<file path="src/rtl/tlb_ctrl.sv">
// tlb_ctrl: sequences TLBSRCH/TLBRD/TLBWR/TLBFILL/INVTLB onto the TLB ports and returns CSR write-back values
module tlb_ctrl #(
   parameter  int TLBNUM = 16,
   localparam int IW     = $clog2(TLBNUM)
) (
   input  logic          clk,
   input  logic          resetn,
   input  logic          op_valid,
   output logic          op_ready,
   input  logic [2:0]    op_code,
   input  logic [4:0]    inv_op,
   input  logic [9:0]    inv_asid,
   input  logic [18:0]   inv_vppn,
   input  logic [IW-1:0] csr_index,
   input  logic [5:0]    csr_ps,
   input  logic          csr_ne,
   input  logic [18:0]   csr_vppn,
   input  logic [9:0]    csr_asid,
   input  logic [26:0]   csr_elo0,
   input  logic [26:0]   csr_elo1,
   input  logic          csr_tlbr,
   output logic          done,
   output logic          err,
   output logic          wb_srch,
   output logic          wb_rd,
   output logic [IW-1:0] wb_index,
   output logic          wb_ne,
   output logic [5:0]    wb_ps,
   output logic [18:0]   wb_vppn,
   output logic [9:0]    wb_asid,
   output logic [26:0]   wb_elo0,
   output logic [26:0]   wb_elo1,
   output logic          s1_sel,
   output logic [18:0]   s1_vppn,
   output logic          s1_va_bit12,
   output logic [9:0]    s1_asid,
   input  logic          s1_found,
   input  logic [IW-1:0] s1_index,
   output logic          invtlb_valid,
   output logic [4:0]    invtlb_op,
   output logic          we,
   output logic [IW-1:0] w_index,
   output logic          w_e,
   output logic [18:0]   w_vppn,
   output logic [5:0]    w_ps,
   output logic [9:0]    w_asid,
   output logic          w_g,
   output logic [26:0]   w_lo0,
   output logic [26:0]   w_lo1,
   output logic [IW-1:0] r_index,
   input  logic          r_e,
   input  logic [18:0]   r_vppn,
   input  logic [5:0]    r_ps,
   input  logic [9:0]    r_asid,
   input  logic          r_g,
   input  logic [26:0]   r_lo0,
   input  logic [26:0]   r_lo1
);
   typedef enum logic [1:0] {IDLE, EXEC, RESP} state_t;
   localparam logic [2:0] OP_SRCH = 3'd0, OP_RD = 3'd1, OP_WR = 3'd2, OP_FILL = 3'd3, OP_INV = 3'd4;

   state_t        state;
   logic [2:0]    op_q;
   logic          err_q;
   logic [IW-1:0] fill_cnt;
   logic          is_srch, is_wrf, inv_ok, bad, rd_hit;

   assign op_ready    = (state == IDLE);
   assign s1_va_bit12 = 1'b0;
   assign is_srch     = (op_code == OP_SRCH);
   assign is_wrf      = (op_code == OP_WR) || (op_code == OP_FILL);
   assign inv_ok      = (op_code == OP_INV) && (inv_op <= 5'd6);
   assign bad         = (op_code > OP_INV) || ((op_code == OP_INV) && (inv_op > 5'd6));
   assign rd_hit      = (op_q == OP_RD) && r_e;

   // sequencer: latch request and drive TLB ports at accept, capture results leaving EXEC, pulse done in RESP
   always_ff @(posedge clk or negedge resetn) begin
      if (!resetn) begin
         state        <= IDLE;
         fill_cnt     <= '0;
         op_q         <= '0;
         err_q        <= 1'b0;
         done         <= 1'b0;
         err          <= 1'b0;
         wb_srch      <= 1'b0;
         wb_rd        <= 1'b0;
         wb_index     <= '0;
         wb_ne        <= 1'b0;
         wb_ps        <= '0;
         wb_vppn      <= '0;
         wb_asid      <= '0;
         wb_elo0      <= '0;
         wb_elo1      <= '0;
         s1_sel       <= 1'b0;
         s1_vppn      <= '0;
         s1_asid      <= '0;
         invtlb_valid <= 1'b0;
         invtlb_op    <= '0;
         we           <= 1'b0;
         w_index      <= '0;
         w_e          <= 1'b0;
         w_vppn       <= '0;
         w_ps         <= '0;
         w_asid       <= '0;
         w_g          <= 1'b0;
         w_lo0        <= '0;
         w_lo1        <= '0;
         r_index      <= '0;
      end else begin
         fill_cnt <= fill_cnt + 1'b1;
         case (state)
            IDLE: if (op_valid) begin
               state        <= EXEC;
               op_q         <= op_code;
               err_q        <= bad;
               s1_sel       <= is_srch | inv_ok;
               s1_vppn      <= is_srch ? csr_vppn : inv_vppn;
               s1_asid      <= is_srch ? csr_asid : inv_asid;
               invtlb_valid <= inv_ok;
               invtlb_op    <= inv_op;
               we           <= is_wrf;
               w_index      <= (op_code == OP_FILL) ? fill_cnt : csr_index;
               w_e          <= csr_tlbr | ~csr_ne;
               w_vppn       <= csr_vppn;
               w_ps         <= csr_ps;
               w_asid       <= csr_asid;
               w_g          <= csr_elo0[6] & csr_elo1[6];
               w_lo0        <= csr_elo0;
               w_lo1        <= csr_elo1;
               r_index      <= csr_index;
            end
            EXEC: begin
               state        <= RESP;
               s1_sel       <= 1'b0;
               invtlb_valid <= 1'b0;
               we           <= 1'b0;
               done         <= 1'b1;
               err          <= err_q;
               wb_srch      <= (op_q == OP_SRCH);
               wb_rd        <= (op_q == OP_RD);
               wb_index     <= ((op_q == OP_SRCH) && s1_found) ? s1_index : csr_index;
               wb_ne        <= (op_q == OP_SRCH) ? ~s1_found : ((op_q == OP_RD) && !r_e);
               wb_ps        <= rd_hit ? r_ps : '0;
               wb_vppn      <= rd_hit ? r_vppn : '0;
               wb_asid      <= rd_hit ? r_asid : '0;
               wb_elo0      <= rd_hit ? {r_lo0[26:7], r_g, r_lo0[5:0]} : '0;
               wb_elo1      <= rd_hit ? {r_lo1[26:7], r_g, r_lo1[5:0]} : '0;
            end
            default: begin
               state   <= IDLE;
               done    <= 1'b0;
               err     <= 1'b0;
               wb_srch <= 1'b0;
               wb_rd   <= 1'b0;
            end
         endcase
      end
   end
endmodule

</file>
<file path="config.mk">
export PLATFORM = sky130hd
export DESIGN_NAME = tlb_ctrl
export DESIGN_NICKNAME = d
export VERILOG_FILES = /design/src/rtl/tlb_ctrl.sv
export SDC_FILE = /design/constraint.sdc
export NUM_CORES = 1
export LEC_CHECK = 0
export CORE_AREA = 2 2 180 182
export CTS_CLUSTER_DIAMETER = 60
export DETAILED_ROUTE_END_ITERATION = 7
export DIE_AREA = 0 0 182 184
export GPL_TIMING_DRIVEN = 1
export SLEW_MARGIN = 20
export SYNTH_ARGS = -nofsm -noshare
export SYNTH_HDL_FRONTEND = slang
export SYNTH_SLANG_ARGS = --single-unit
</file>
<file path="constraint.sdc">
create_clock -name clk -period 1.7 [get_ports clk]
set_input_delay 0.34 -clock clk [delete_from_list [all_inputs] [get_ports clk]]
set_output_delay 0.34 -clock clk [all_outputs]
set_load 0.02 [all_outputs]
</file>
==> metrics.cfg <==
[floorplan]
row_count=65
start_util_pct=29.59
core_mm2=0.03139
die_w_um=182
ios=467
die-area_mm2=0.03349
die_h_um=184

[critical_path]
end_kind=primary output
cpMaxStageDelayCell=dfrtp_1
startpoint_type=flip-flop
cp.arrival_ps=1300
cp_top_family=flip-flops
cp.required_ps=1360
worstPathMaxFanout=2
path_buf_inv=1
cpPeakStageDelay_ps=420
cp_cell_sequence=dlygate4sd2_1
setup.worst_path.class=reg2out

[sta]
finalCritPeriodShare_pct=96.64
fin_skew_ps=11.16
fin_ws_ps=57.07
grt_setup_unrepaired=false
hold_viol=0
fmax_mhz=608.7
period_needed_ps=1643
holdWs_ps=317.8
slew_viol_final=0
finalSetupViolCount=0
tns_ps=0

[global_route]
grt_pass1_vias=8542
grt_first_pass_wirelength_um=49470
grt-ovfl-total=0
antenna_found_initial=0
grt.total_usage_pct=18.65
grt_start_max_net_pins=103

[route]
wl_um=31680
avgViaCountPerCell=4.570
first_pass_iters=5
drcViolationCount=0
wl_per_cell_um=17.73
route.vias.total=8167
postRouteAntennaNets=0
dr.first_iter.drc_count=379

[synth]
syn_nets=1116
synthAdderAreaFrac_pct=0.1347
yosys.area_share.simple_pct=16.99
synthesis.area_mm2=0.009289
synthMuxAreaShare_pct=1.078
ys_seq_area_share_pct=65.46
syn_area_per_cell_um2=10.51
synth_top_family_by_area=simple AND/OR/NAND/NOR gates
synth-async-reset-ratio_pct=100.0
synth_flop_cell=dfrtp_1
synth-compound-area-share_pct=12.31
synth_seq_cells=243
synth-xor-area-share_pct=0.1886
ys_types=33
syn_inst=884
synth-edff-count=0
yosys_warnings=0

[finish]
areaGrowthSynthToFinish_pct=66.69
final_cells=1787
fin_nets=1593
multi_input_area_mm2=0.002868
antenna_cells=0
nFillCells=2914
seqCellArea_mm2=0.006081
drive_gt1_share_pct=7.365

[clocking]
clkSlewWorstSetupHoldPaths_ps=60
cts.sinks=243
cts_tree=built
clock_latency_ps=550
clock_path_buffers=3
cts_buffers=31
cts_root_buf=clkbuf_16
h-tree-depth=1

[outcome]
status=finished clean

[run]
max_cap_viol_count=0

[placed_design]
dp.cells=1729
pre_cts_ws_ps=-286.2
gp_congestion=0.7698
io_buffers=463
hpwlAfterDp_um=22710

[pwr]
p_leak_nw=8.019
vdd_drop_max_uv=733.2
total_power_mw=19.74
p_per_area_mw_per_mm2=1275

[min_path]
hp-class=in2reg

## routing by layer
| layer | track usage (%) | vias up | part of all wire (%) |
|---|---|---|---|
| met5 | 0 | - | 0 |
| met4 | 5.161 | 0 | 2.3 |
| met3 | 5.903 | 47 | 8.8 |
| met2 | 31.76 | 318 | 48 |
| met1 | 22.83 | 3920 | 41 |
| li1 | - | 3882 | - |
## area by class of cell
cell class,count,share of cell area [%]
multi-input cells,577,18.52
flip-flops and latches,243,39.27
clock buffers,40,5.552
inverters,4,0.1293
repair buffers,504,31.73
clock inverters,17,1.552
well taps,402,3.248
## synth_stat cells (2+ instances only)
| cell | count | area share (%) |
|---|---|---|
| nand2_1 | 346 | 14 |
| mux2i_1 | 10 | 1.1 |
| a31oi_1 | 3 | 0.20 |
| nand3b_1 | 2 | 0.16 |
| dfrtp_1 | 243 | 65 |
| a22o_1 | 88 | 8.3 |
| nor2_1 | 37 | 1.5 |
| nand3_1 | 6 | 0.32 |
| buf_6 | 3 | 0.36 |
| nor3_1 | 2 | 0.11 |
| buf_2 | 24 | 1.3 |
| a21oi_1 | 59 | 3.2 |
| buf_4 | 16 | 1.3 |
| clkbuf_1 | 16 | 0.65 |
| inv_1 | 3 | 0.12 |
| o21ai_0 | 9 | 0.48 |
## final timing paths
| kind | from | depth (start not counted) | slack (ps) | endpoint |
|---|---|---|---|---|
| min reg2reg | w_lo0[19] | 2 | 460 | w_lo0[19] |
| max | w_lo0[10] | 1 | 60 | w_lo0[10] |
| min in group asynchronous | resetn | 2 | 330 | wb_vppn[16] |
| max in group asynchronous | resetn | 3 | 800 | s1_vppn[7] |
| min | csr_elo1[21] | 3 | 320 | w_lo1[21] |
| max reg2reg | state[0] | 5 | 90 | s1_asid[2] |
## metrics by stage
stage | cell area (um^2) | util, %
floorplan | 9289 | -
global placement | 14660 | 46.70
detailed placement | 14660 | 46.70
CTS | 15470 | 49.28
global route | 15480 | 49.32
finish | 15480 | 49.32
## placed cells by master (no fill, tap or decap), drive strengths merged
cell	n
nand2	346
dfrtp	243
dlygate4sd2	234
clkdlybuf4s50	227
a22o	88
a21oi	59
buf	42
clkbuf	40
nor2	37
mux2i	10
o21ai	10
inv	9
nand3	6
bufinv	5
clkinv	5
a31oi	3
nand3b	2
clkinvlp	2
nand2b	2
nor4	2
nor3	2
xor2	1
xnor2	1
nor4b	1
or3	1
or3b	1
nor2b	1
and2	1
a31o	1
ha	1
conb	1
dlygate4sd3	1
## state kept, by name, indices dropped and copies added (netlist names), 2 cells and up
signal     cells
wb_elo1       26
wb_ps          6
w_lo0         27
wb_asid       10
op_q           3
w_lo1         27
w_index        4
w_ps           6
fill_cnt       4
w_asid        10
s1_vppn       19
wb_elo0       27
invtlb_op      5
wb_index       4
state          2
r_index        4
w_vppn        19
s1_asid       10
wb_vppn       19
## where the power goes
| part | switching, mW | total, mW | internal (mW) | leakage [nW] |
|---|---|---|---|---|
| Sequential | 0.569 | 7.42 | 6.85 | 3.10 |
| Clock | 2.62 | 6.96 | 4.35 | 0.538 |
| Combinational | 3.15 | 5.36 | 2.21 | 4.38 |
| Total | 6.33 | 19.7 | 13.4 | 8.02 |
## logic make-up (layout without fill, tap and decap cells)
family | count (synthesis) | in the layout
AND/OR/NAND/NOR | 402 | 402
buffers and inverters | 64 | 565
other | 1 | 1
flip-flops | 243 | 243
AO/OA/AOI/OAI | 161 | 161
adder cells (fa/ha/maj) | 1 | 1
XOR/XNOR | 2 | 2
multiplexers | 10 | 10
## what timing repair did
item | 4_1_cts | 5_1_grt
hold buffers | 1 | 0
gates resized for setup | 238 | 3
endpoints found under the setup margin | 235 | 10
setup buffers | 0 | 0
hold endpoints to repair | 35 | 0
## worst min-delay path: cells and delay by family
kind                   cells  cell delay (ps)
and+or+nand+nor            2               90
buffers and inverters      1              390
Note: power is estimated with default switching activity, not from simulation.
